[config.mk]
export PLATFORM = sky130hd
export DESIGN_NAME = store_buffer
export DESIGN_NICKNAME = d
export VERILOG_FILES = /design/src/rtl/sb_pkg.sv /design/src/rtl/store_buffer.sv
export SDC_FILE = /design/constraint.sdc
export NUM_CORES = 1
export LEC_CHECK = 0
export BUFFER_PORTS_ARGS = -buffer_cell sky130_fd_sc_hd__buf_4
export CORE_UTILIZATION = 47
export CTS_BUF_LIST = sky130_fd_sc_hd__clkbuf_16
export DETAILED_ROUTE_END_ITERATION = 8
export PLACE_DENSITY = 0.68
export SETUP_SLACK_MARGIN = 0.05
export SLEW_MARGIN = 0
export SYNTH_ARGS = -nofsm -noshare
export SYNTH_HDL_FRONTEND = slang
export SYNTH_SLANG_ARGS = --single-unit
[constraint.sdc]
create_clock -name clk -period 3.4 [get_ports clk]
set_clock_uncertainty 0.2 [all_clocks]
set_input_delay 0.34 -clock clk [delete_from_list [all_inputs] [get_ports clk]]
set_output_delay 0.34 -clock clk [all_outputs]
set_load 0.02 [all_outputs]
[src/rtl/sb_pkg.sv]
// Shared types for the store buffer sitting between the MIPS core data port
// and data memory.
//   sb_entry_t  : one buffered store {adr, data}
//   sb_state_e  : flush sequencing states
//   word_match  : word-granular address compare (byte offset ignored)
// Entry widths are fixed here; store_buffer's AW/DW must equal SB_AW/SB_DW.
package sb_pkg;

    localparam int SB_AW = 32;
    localparam int SB_DW = 32;

    typedef struct packed {
        logic [SB_AW-1:0] adr;
        logic [SB_DW-1:0] data;
    } sb_entry_t;

    typedef enum logic [1:0] {
        SB_RUN   = 2'd0,
        SB_FLUSH = 2'd1,
        SB_DONE  = 2'd2
    } sb_state_e;

    // Stores and loads are word-aligned; bits [1:0] never take part.
    function automatic logic word_match(input logic [SB_AW-1:0] a,
                                        input logic [SB_AW-1:0] b);
        return a[SB_AW-1:2] == b[SB_AW-1:2];
    endfunction

endpackage

[src/rtl/store_buffer.sv]
// Posted-write buffer downstream of the core data-memory port.
// Stores are captured in one cycle into a DEPTH-entry circular FIFO and
// drained head-first to memory over valid/ready. Loads see the newest
// buffered store to the same word through ld_hit/ld_data. flush_req drains
// the buffer to empty (new stores stalled) and pulses flush_done once.
// Ports:
//   clk, reset            single clock, synchronous active-high reset
//   memwrite/dataadr/
//   writedata             core store request (dataadr also used for loads)
//   stall                 core must hold its store this cycle (comb)
//   ld_hit/ld_data        store-to-load forwarding result (comb)
//   flush_req/flush_done  drain-to-empty request / completion pulse
//   mem_valid/mem_adr/
//   mem_data/mem_ready    head entry handshake to data memory
//   count                 occupied entries
module store_buffer
    import sb_pkg::*;
#(
    parameter int DEPTH = 4,
    parameter int AW    = SB_AW,
    parameter int DW    = SB_DW
) (
    input  logic                       clk,
    input  logic                       reset,
    input  logic                       memwrite,
    input  logic [AW-1:0]              dataadr,
    input  logic [DW-1:0]              writedata,
    output logic                       stall,
    output logic                       ld_hit,
    output logic [DW-1:0]              ld_data,
    input  logic                       flush_req,
    output logic                       flush_done,
    output logic                       mem_valid,
    output logic [AW-1:0]              mem_adr,
    output logic [DW-1:0]              mem_data,
    input  logic                       mem_ready,
    output logic [$clog2(DEPTH+1)-1:0] count
);

    localparam int PW = $clog2(DEPTH);
    localparam int CW = $clog2(DEPTH+1);

    sb_entry_t     ent_q [DEPTH];
    logic [PW-1:0] head_q, tail_q;
    logic [CW-1:0] count_q, count_d;
    sb_state_e     state_q, state_d;
    logic          full, enq, deq;

    // Full/empty come from count alone; pointers wrap freely (DEPTH is 2^n).
    assign full      = (count_q == CW'(DEPTH));
    // The full test uses the registered count, so a same-cycle dequeue
    // never makes room for the store arriving in that cycle.
    assign stall     = memwrite && (full || state_q == SB_FLUSH);
    assign enq       = memwrite && !stall;
    assign mem_valid = (count_q != '0);
    assign deq       = mem_valid && mem_ready;
    assign count_d   = count_q + CW'(enq) - CW'(deq);

    // Head entry is only overwritten after it is dequeued, so mem_adr and
    // mem_data hold steady under backpressure.
    assign mem_adr    = ent_q[head_q].adr;
    assign mem_data   = ent_q[head_q].data;
    assign count      = count_q;
    assign flush_done = (state_q == SB_DONE);

    always_ff @(posedge clk) begin
        if (reset) begin
            head_q  <= '0;
            tail_q  <= '0;
            count_q <= '0;
            state_q <= SB_RUN;
        end else begin
            if (enq) tail_q <= tail_q + PW'(1);
            if (deq) head_q <= head_q + PW'(1);
            count_q <= count_d;
            state_q <= state_d;
        end
    end

    // Storage needs no reset: slots outside [head, head+count) are ignored.
    always_ff @(posedge clk) begin
        if (!reset && enq) begin
            ent_q[tail_q] <= '{adr: dataadr, data: writedata};
        end
    end

    // Walk entries oldest to newest so the newest match overwrites older
    // ones. Only the registered contents are searched, so a store entering
    // this cycle becomes visible one cycle later.
    always_comb begin
        ld_hit  = 1'b0;
        ld_data = '0;
        for (int i = 0; i < DEPTH; i++) begin
            if (CW'(i) < count_q &&
                word_match(ent_q[head_q + PW'(i)].adr, dataadr)) begin
                ld_hit  = 1'b1;
                ld_data = ent_q[head_q + PW'(i)].data;
            end
        end
    end

    // Flush sequencing. FLUSH looks at the next count so a dequeue that
    // empties the buffer in this cycle finishes the flush immediately.
    always_comb begin
        state_d = state_q;
        case (state_q)
            SB_RUN:   if (flush_req) state_d = SB_FLUSH;
            SB_FLUSH: if (count_d == '0) state_d = SB_DONE;
            SB_DONE:  state_d = SB_RUN;
            default:  state_d = SB_RUN;
        endcase
    end

endmodule

# --- Word level (Yosys, flattened, before mapping) ---
# Memories as Yosys holds them, arrays and structs flattened. A register that Yosys moved wholly into a read port is not among the register bits.
# Index checks and enable logic that the tools add are counted.
totals:
  memories: 1
  mem_bits_rw: 256
  input_bits: 69
  register_bits: 9
  output_inout_bits: 103
classes:
  n_eq_ne: 9
  reduce_logical: 15
  addsub: 6
  n_lt_le_gt_ge: 4
  n_mux: 15
memory_table:
  columns: ["memory", "words", "width", "rd", "rd_clocked_by_memory_dff", "write_ports", "line_no", "source"]
  rows:
  - ["ent_q", 4, 64, 4, 1, 1, "store_buffer.sv:43", "sb_entry_t ent_q [DEPTH];"]
op_table:
  columns: ["op", "n"]
  rows:
  - ["32-bit two-way mux", 4]
  - ["30-bit equality test", 4]
  - ["1-bit logical AND", 8]
  - ["2-bit two-way mux", 4]
  - ["1-bit by 3-bit < comparator with 1-bit output (first input constant)", 2]
  - ["2-bit by 3-bit < comparator with 1-bit output (first input constant)", 2]
  - ["1-bit two-way mux", 6]
  - ["2-bit by 1-bit adder with 2-bit output (second input constant)", 2]
  - ["2-bit adder (second input constant)", 2]
  - ["2-bit case mux with 2 select lines", 1]
  - ["3-bit by 1-bit adder with 3-bit output", 1]
  - ["3-bit equality test (second input constant)", 1]
  - ["3-bit zero test", 1]
  - ["3-bit nonzero test", 1]
  - ["3-bit by 1-bit subtractor with 3-bit output", 1]
  - ["2-bit by 1-bit equality test with 1-bit output (second input constant)", 1]
  - ["2-bit equality test (second input constant)", 1]
  - ["1-bit zero test", 2]
  - ["2-bit zero test", 1]
  - ["2-bit by 1-bit != test with 1-bit output (second input constant)", 1]
  - ["2-bit != test (second input constant)", 1]
  - ["2-bit AND reduction", 1]
  - ["1-bit logical OR", 1]

# --- Logic depth before layout (Yosys ltp) ---
# Gate-level depths: netlist (run 1).
logic_depth:
  word_depth: 10
  depth_mapped: 14
  ltp_nobuf: 11

# --- Least setup slack after synthesis (run 1) ---
# No wires, ideal clock.
synth_path:
  kind: "reg-to-output"
  start: "reg head_q[1]"
  end: "out ld_data[20]"
  arrival_time_ps: 2976
  n_path_buf: 4
  path_slack_ps: -116
  path_stages_with_launch: 10
  cell_sequence: "dfxtp_1 > buf_2 > buf_2 > buf_2 > mux4_2 > xor2_1 > nor4_1 > nand4_2 > clkbuf_1 > a31oi_1"
synth_between:
  elab_chain_cells: 7
  word_cells_on_any_way: 13
  classes_between: "add/sub: 3; eq/ne: 3; mux: 3; reduce/logical: 3; memory: 1"
synth_rtl:
  columns: ["element", "line_no", "source"]
  rows:
  - ["start, declared", "store_buffer.sv:44", "logic [PW-1:0] head_q, tail_q;"]
  - ["start signal, assigned", "store_buffer.sv:74", "if (deq) head_q <= head_q + PW'(1);"]
  - ["2-bit by 1-bit adder with 2-bit output", "store_buffer.sv:95, store_buffer.sv:97", null]
  - ["memory 4 x 64 bit *", null, null]
  - ["30-bit equality test", "sb_pkg.sv:26", "return a[SB_AW-1:2] == b[SB_AW-1:2];"]
  - ["1-bit logical AND", "store_buffer.sv:94", "if (CW'(i) < count_q &&"]
  - ["32-bit two-way mux (2 in series)", "store_buffer.sv:94", null]
  - ["32-bit two-way mux *", "store_buffer.sv:94", null]
  - ["end, declared", "store_buffer.sv:30", "output logic [DW-1:0] ld_data,"]
# Mark *: on every way between the ends. The rest lies on a longest branch, timed or not.

# --- Worst setup path in the final report (run 1) ---
layout_path:
  start: "reg head_q[0]"
  end: "out ld_data[25]"
# Same word-level chain as after synthesis.

==> metrics.csv, run 1 <==
metric;value;unit
Worst VDD drop;563;uV
initial antenna violation count;0;
Top FF cell, synth;edfxtp_1;
Comb power frac;49.6;%
TritonCTS clock tree;done;
Total Routing Usage GR;28.7;%
FF-to-FF path depth;12;
area grow syn2layout;39.3;%
Pre-antenna DRT Iters;5;
Die Span X;196;um
row cnt;70;
sequential-to-total area share from yosys stat;44.9;%
reg2reg end;state_q[1];
# setup viols final;33;
vias per cell;6.22;
DRT antenna net count;0;
CTS max path bufs;3;
Layout fillers;2642;
f_max;0.227;GHz
setup_tns;-31.71;ns
first-pass GRT wire length;83.4;mm
Slew @ Worst Pin;0.772;ns
die area;0.0382;mm^2
TritonCTS Buffers;30;
endpoint type of the worst setup path;primary output;
Via Count;14000;
First DRT Iteration DRCs;1183;
violated checks;negative setup slack;
critical path class;reg2out;
vias in the first global route;14000;
Req. time, crit path;2.86;ns
most common cell after layout, fill and taps aside;buf_4;
hold_sp;memwrite;
Initial Utilization;48.0;%
Final Power;14.7;mW
Final period util;130;%
switching share of power;34.6;%
gpl congestion;0.947;
DRC Markers;0;
WP data arrival;3.87;ns
I/O Pins;172;
reg2reg start;count[0];
Final Worst Setup Slack;-1.01;ns
Pint;9.59;mW
Root Driver;clkbuf_16;
port buffer count;171;
share of layout cells above drive strength 1;50.5;%
pwr dens;598;mW/mm^2
post-synth cell types;62;
most frequent cells in the layout;buf_4 (449), edfxtp_1 (256), mux4_2 (152);
register area;0.00792;mm^2
Async S/R FF share, synth;0;%
Core Region;0.0367;mm^2
number of synthesized flops with an enable pin;256;
Final Net Count;1831;
Worst setup SP type;register;
P_sw;5.07;mW
Hold WS;0.0397;ns
worst-skew pair later-pin latency;0.56;ns
Max-Slew Margin vs Limit;48.6;%
Clock H-tree levels;1;
GR Overflow Total;0;
HPWL Detailed;36.9;mm
WL/cell;24.8;um
Post-Syn Instances;1258;
fin. max-slew vios;0;
post-synthesis register bit count;267;
final wirelength;55.7;mm
Sequential Power Share;27.5;%
outcome;complete, but fails checks;
net count after synthesis;1336;
Hold Violations, Final;0;
largest net degree at the start of global routing;101;
Num Clock Sinks;267;
leakage;8.77;nW
hold depth;4;
Tmin final;4.41;ns
Crit Path Max Fanout;8;
area of the multi-input gates;0.00965;mm^2
clk slew on worst S/H paths;0.07;ns
RSZ-0062 raised after global routing;true;
Synth Cell Area;0.0176;mm^2
Die Y;196;um
R2R setup slack;0.63;ns
MaxCap Viol Count;0;
hold endpoint;tail_q[0];
Min-Delay Path Class;in2reg;
clock share of power;22.9;%
YS warnings;0;
Syn Area/Cell;14.0;um^2
[power by group through the flow]
stage                     combinational [mW]  clock (mW)  sequential [mW]
after CTS                               7.12        3.40             4.03
after global placement                  6.59           0             4.09
final                                   7.28        3.35             4.03
after floorplan                         4.22           0             4.04
after detailed placement                6.65           0             4.10
after global routing                    7.69        3.52             4.06
[routing by layer]
layer	vias up	share of wire (%)	GRT usage, %
li1	6052	-	-
met1	7087	39	38.0
met2	681	49	48.6
met3	134	7.9	3.97
met4	0	3.8	9.92
met5	-	0	0
[state kept, by name, indices dropped and copies added (netlist names), named ones only]
| name | cells |
|---|---|
| ent_q | 256 |
| count | 3 |
| head_q | 2 |
| state_q | 2 |
| tail_q | 2 |
[logic make-up after synthesis]
| family | count (synthesis) | share of synthesized area [%] |
|---|---|---|
| adder cells (fa/ha/maj) | 9 | 0.682 |
| buffers and inverters | 134 | 4.36 |
| AND/OR/NAND/NOR | 244 | 7.67 |
| XOR/XNOR | 114 | 5.67 |
| AO/OA/AOI/OAI | 199 | 8.96 |
| flip-flops | 267 | 44.9 |
| multiplexers | 291 | 27.7 |
[final cells by class]
class	count	share of cell area, %
repair buffers	582	21.5
flip-flops and latches	267	32.3
well taps	468	2.39
clock inverters	23	0.980
clock buffers	31	3.16
diodes	1	0.0102
inverters	15	0.230
multi-input cells	857	39.4
[repair_timing]
action,CTS,global route
endpoints found under the setup margin,33,33
hold buffers,65,0
hold endpoints to repair,262,0
resized for setup,62,51
gates cloned,7,5
setup buffers,24,7
pin swaps,6,47
[through the flow]
step	setup WS [ns]	instances	utilization (%)	instance area, um^2
after global routing	-1.10	2243	66.8	24500
after CTS	-0.945	2232	65.6	24100
after floorplan	-0.0210	1258	-	17800
after detailed placement	-0.605	2082	59.1	21700
after global placement	-0.558	2082	59.1	21700
final	-1.01	2244	66.8	24500
[Yosys cell counts, drive strengths merged (6+ instances only)]
library cell | n | share of area [%]
ha | 8 | 0.57
clkbuf | 50 | 1.1
nor2 | 115 | 2.5
a21oi | 68 | 1.9
edfxtp | 256 | 44
a221oi | 6 | 0.30
o221ai | 32 | 2.6
mux4 | 152 | 19
xor2 | 28 | 1.4
o2bb2ai | 6 | 0.30
inv | 15 | 0.32
nor4 | 11 | 0.55
xnor2 | 86 | 4.3
nand2 | 10 | 0.21
mux2i | 102 | 5.9
dfxtp | 11 | 1.3
mux2 | 37 | 2.4
nor3 | 34 | 1.8
a31oi | 33 | 1.4
nand3 | 34 | 0.97
a21boi | 31 | 1.3
buf | 69 | 3.0
and2 | 6 | 0.21
nand4 | 19 | 0.71
[worst max path at each step]
| stage | to | depth (start not counted) | start | slack (ns) |
|---|---|---|---|---|
| 2_1_floorplan | ld_data[0] | 11 | head_q[0] | -0.02 |
| 3_3_place_gp | ld_data[1] | 12 | head_q[0] | -0.56 |
| 3_5_place_dp | ld_data[1] | 12 | head_q[0] | -0.60 |
| 4_1_cts | ld_data[10] | 13 | head_q[0] | -0.95 |
| 5_1_grt | ld_data[10] | 15 | register | -1.10 |
| 6_report | ld_data[25] | 12 | head_q[0] | -1.01 |
[worst max-delay path, stage by stage, from the launching register on]
cell and delay [ns]:
dfxtp_4 0.41, buf_12 0.14, buf_8 0.13, mux2i_1 0.47
o221ai_1 0.29, o41ai_2 0.11, o2111ai_2 0.20, or4_4 0.59
clkbuf_16 0.25, nor3_2 0.19, o221ai_2 0.14, a31oi_4 0.20
buf_4 0.17
(Power assumes the default switching activity.)
==> run 2: changes to the inputs <==
--- a/config.mk
+++ b/config.mk
@@ -8,5 +8,5 @@
 export BUFFER_PORTS_ARGS = -buffer_cell sky130_fd_sc_hd__buf_4
 export CORE_UTILIZATION = 47
-export CTS_BUF_LIST = sky130_fd_sc_hd__clkbuf_16
+export CTS_BUF_LIST = sky130_fd_sc_hd__clkbuf_4
 export DETAILED_ROUTE_END_ITERATION = 8
 export PLACE_DENSITY = 0.68
==> constraint.sdc (replaced) <==
create_clock -name clk -period 3.4 [get_ports clk]
set_clock_uncertainty 0.2 [all_clocks]
set_input_delay 0.68 -clock clk [delete_from_list [all_inputs] [get_ports clk]]
set_output_delay 0.68 -clock clk [all_outputs]
set_load 0.02 [all_outputs]
==> run 2 against run 1 <==
  * The flow still finishes with violations (negative setup slack)
  * Critical path depth is 2 higher
  * Register-to-register slack worse by 0.22 ns
  * Flip-flop and latch count stayed put
  * Combinational power grew 6.5%
  * Cell count up 5.0%
  * Non-clock buffer count increased by 39
  * Fmax is 11% lower
  * Clock-buffer cell count is 59 higher
  * Total power up 1.2%
  * Largest cell class unchanged
==> metrics.csv, run 2 (synthesized netlist as in run 1, its figures left out) <==
metric;value;unit;change
outcome;complete, but fails checks;;unchanged
violated checks;negative setup slack;;unchanged
crit-path leading delay family;compound AO/OA/AOI/OAI gates;;unchanged
Cell Chain, Critical Path;buf_12, buf_12, buf_6, mux2i_4, xnor2_2, o41ai_2, o2111ai_2, or4_4, nor2_8, buf_6, buf_12, o221ai_4, a31oi_4, buf_6;;was buf_12, buf_8, mux2i_1, o221ai_1, o41ai_2, o2111ai_2, or4_4, clkbuf_16, nor3_2, o221ai_2, a31oi_4, buf_4
# setup viols final;37;;was 33
slowest stage cell, crit path;or4_4;;unchanged
Total Routing Usage GR;29.3;%;was 28.7%
Slew @ Worst Pin;1.08;ns;was 0.772 ns
register area;0.00792;mm^2;unchanged
Crit path depth;14;;was 12
initial antenna violation count;2;;was 0
TritonCTS Buffers;72;;was 30
Die Span X;196;um;unchanged
Hold Violations, Final;0;;unchanged
CP Buf/Inv Count;6;;was 4
WP data arrival;4.06;ns;was 3.87 ns
HPWL Detailed;38.7;mm;was 36.9 mm
Via Count;14000;;about the same
Worst setup SP type;register;;unchanged
endpoint type of the worst setup path;primary output;;unchanged
crit path capture;ld_data[16];;was ld_data[25]
critical path class;reg2out;;unchanged
fin. max-slew vios;0;;unchanged
DP Area;0.0225;mm^2;was 0.0217 mm^2
Req. time, crit path;2.52;ns;was 2.86 ns
Layout fillers;2573;;was 2,642
RSZ-0062 raised after global routing;true;;unchanged
DRT antenna net count;0;;unchanged
crit path from;head_q[0];;unchanged
CTS max path bufs;3;;unchanged
reg2reg end;state_q[0];;was state_q[1]
Root Driver;clkbuf_4;;was clkbuf_16
final wirelength;55.6;mm;was 55.7 mm
pwr dens;589;mW/mm^2;was 598 mW/mm^2
Final Power;14.9;mW;was 14.7 mW
R2R setup slack;0.41;ns;was 0.63 ns
worst-skew pair later-pin latency;0.73;ns;was 0.56 ns
MaxCap Viol Count;0;;unchanged
FF-to-FF path depth;12;;unchanged
max FFs per register;256;;unchanged
Pre-antenna DRT Iters;5;;unchanged
Max-Slew Margin vs Limit;27.7;%;was 48.6%
pre-CTS setup slack;-1.12;ns;was -0.605 ns
largest net degree at the start of global routing;102;;was 101
Worst VDD drop;391;uV;was 563 uV
CP peak stage delay;0.59;ns;about the same
Final Worst Setup Slack;-1.54;ns;was -1.01 ns
DRC Markers;0;;unchanged
final instance area;0.0252;mm^2;was 0.0245 mm^2
I/O Pins;172;;unchanged
Num Clock Sinks;267;;unchanged
clk slew on worst S/H paths;0.07;ns;about the same
gpl congestion;0.917;;was 0.947
area grow syn2layout;43.4;%;was 39.3%
vias in the first global route;14400;;was 14,000
port buffer count;171;;unchanged
Clock H-tree levels;3;;was 1
Final Net Count;1912;;was 1,831
Core Region;0.0367;mm^2;unchanged
area of the multi-input gates;0.00981;mm^2;was 0.00965 mm^2
vias per cell;5.96;;was 6.22
first-pass GRT wire length;84.2;mm;was 83.4 mm
reg2reg start;count[0];;unchanged
setup_tns;-49.10;ns;was -31.71 ns
leakage;8.99;nW;was 8.77 nW
die area;0.0382;mm^2;unchanged
most frequent cells in the layout;buf_4 (433), edfxtp_1 (256), mux4_2 (152);;was buf_4 (449), edfxtp_1 (256), mux4_2 (152)
Largest Register;ent_q;;unchanged
Crit Path Max Fanout;8;;unchanged
GR Overflow Total;0;;unchanged
Die Y;196;um;unchanged
Initial Utilization;48.0;%;unchanged
TritonCTS clock tree;done;;unchanged
Final period util;145;%;was 130%
row cnt;70;;unchanged
most common cell after layout, fill and taps aside;buf_4;;unchanged
Min-Delay Path Class;in2reg;;unchanged
f_max;0.202;GHz;was 0.227 GHz
Tmin final;4.94;ns;was 4.41 ns
WL/cell;23.6;um;was 24.8 um
share of layout cells above drive strength 1;54.7;%;was 50.5%
First DRT Iteration DRCs;979;;was 1,183
run 2: what timing repair did:
item | in CTS | in global routing
endpoints found under the hold margin | 167 | 0
resized for setup | 141 | 39
setup buffers | 26 | 5
hold buffers | 43 | 0
pin swaps | 19 | 24
cloned | 8 | 3
endpoints found under the setup margin | 75 | 63
run 2: layout make-up:
class                   instances  area share [%]
diodes                          5          0.0496
clock buffers                  90            2.68
clock inverters                34            1.18
inverters                      15           0.223
multi-input cells             857            38.9
flip-flops and latches        267            31.4
well taps                     468            2.32
repair buffers                621            23.3
run 2: layer usage:
metal  part of all wire (%)  wire [um]  up-vias  GRT usage [%]
met2                     50      28000      566           49.7
met3                    6.3       3510      110           4.89
met1                     40      22300     7081           37.2
met5                      0          0        -              0
li1                       -          -     6282              -
met4                    3.3       1860        0           12.2
run 2: how the worst min path moves through the flow:
stage	from	to	cells after the start
global route	dataadr[22]	ent_q[0][54]	2
global placement	state_q[1]	state_q[1]	1
floorplan	state_q[1]	state_q[1]	1
finish	dataadr[22]	ent_q[0][54]	2
detailed placement	state_q[1]	state_q[1]	1
CTS	dataadr[22]	ent_q[0][54]	2
run 2: power by group:
part	internal (mW)	switching (mW)
clock	1.71	1.37
sequential	3.86	0.159
combinational	4.07	3.67
run 2: metrics by stage:
stage | utilization, % | cells | hold slack [ns]
after floorplan | - | 1258 | 0.221
after global placement | 61.4 | 2149 | 0.230
after detailed placement | 61.4 | 2149 | 0.256
after global routing | 68.7 | 2354 | 0.0455
final | 68.8 | 2357 | 0.0864
after CTS | 68.0 | 2348 | 0.000156
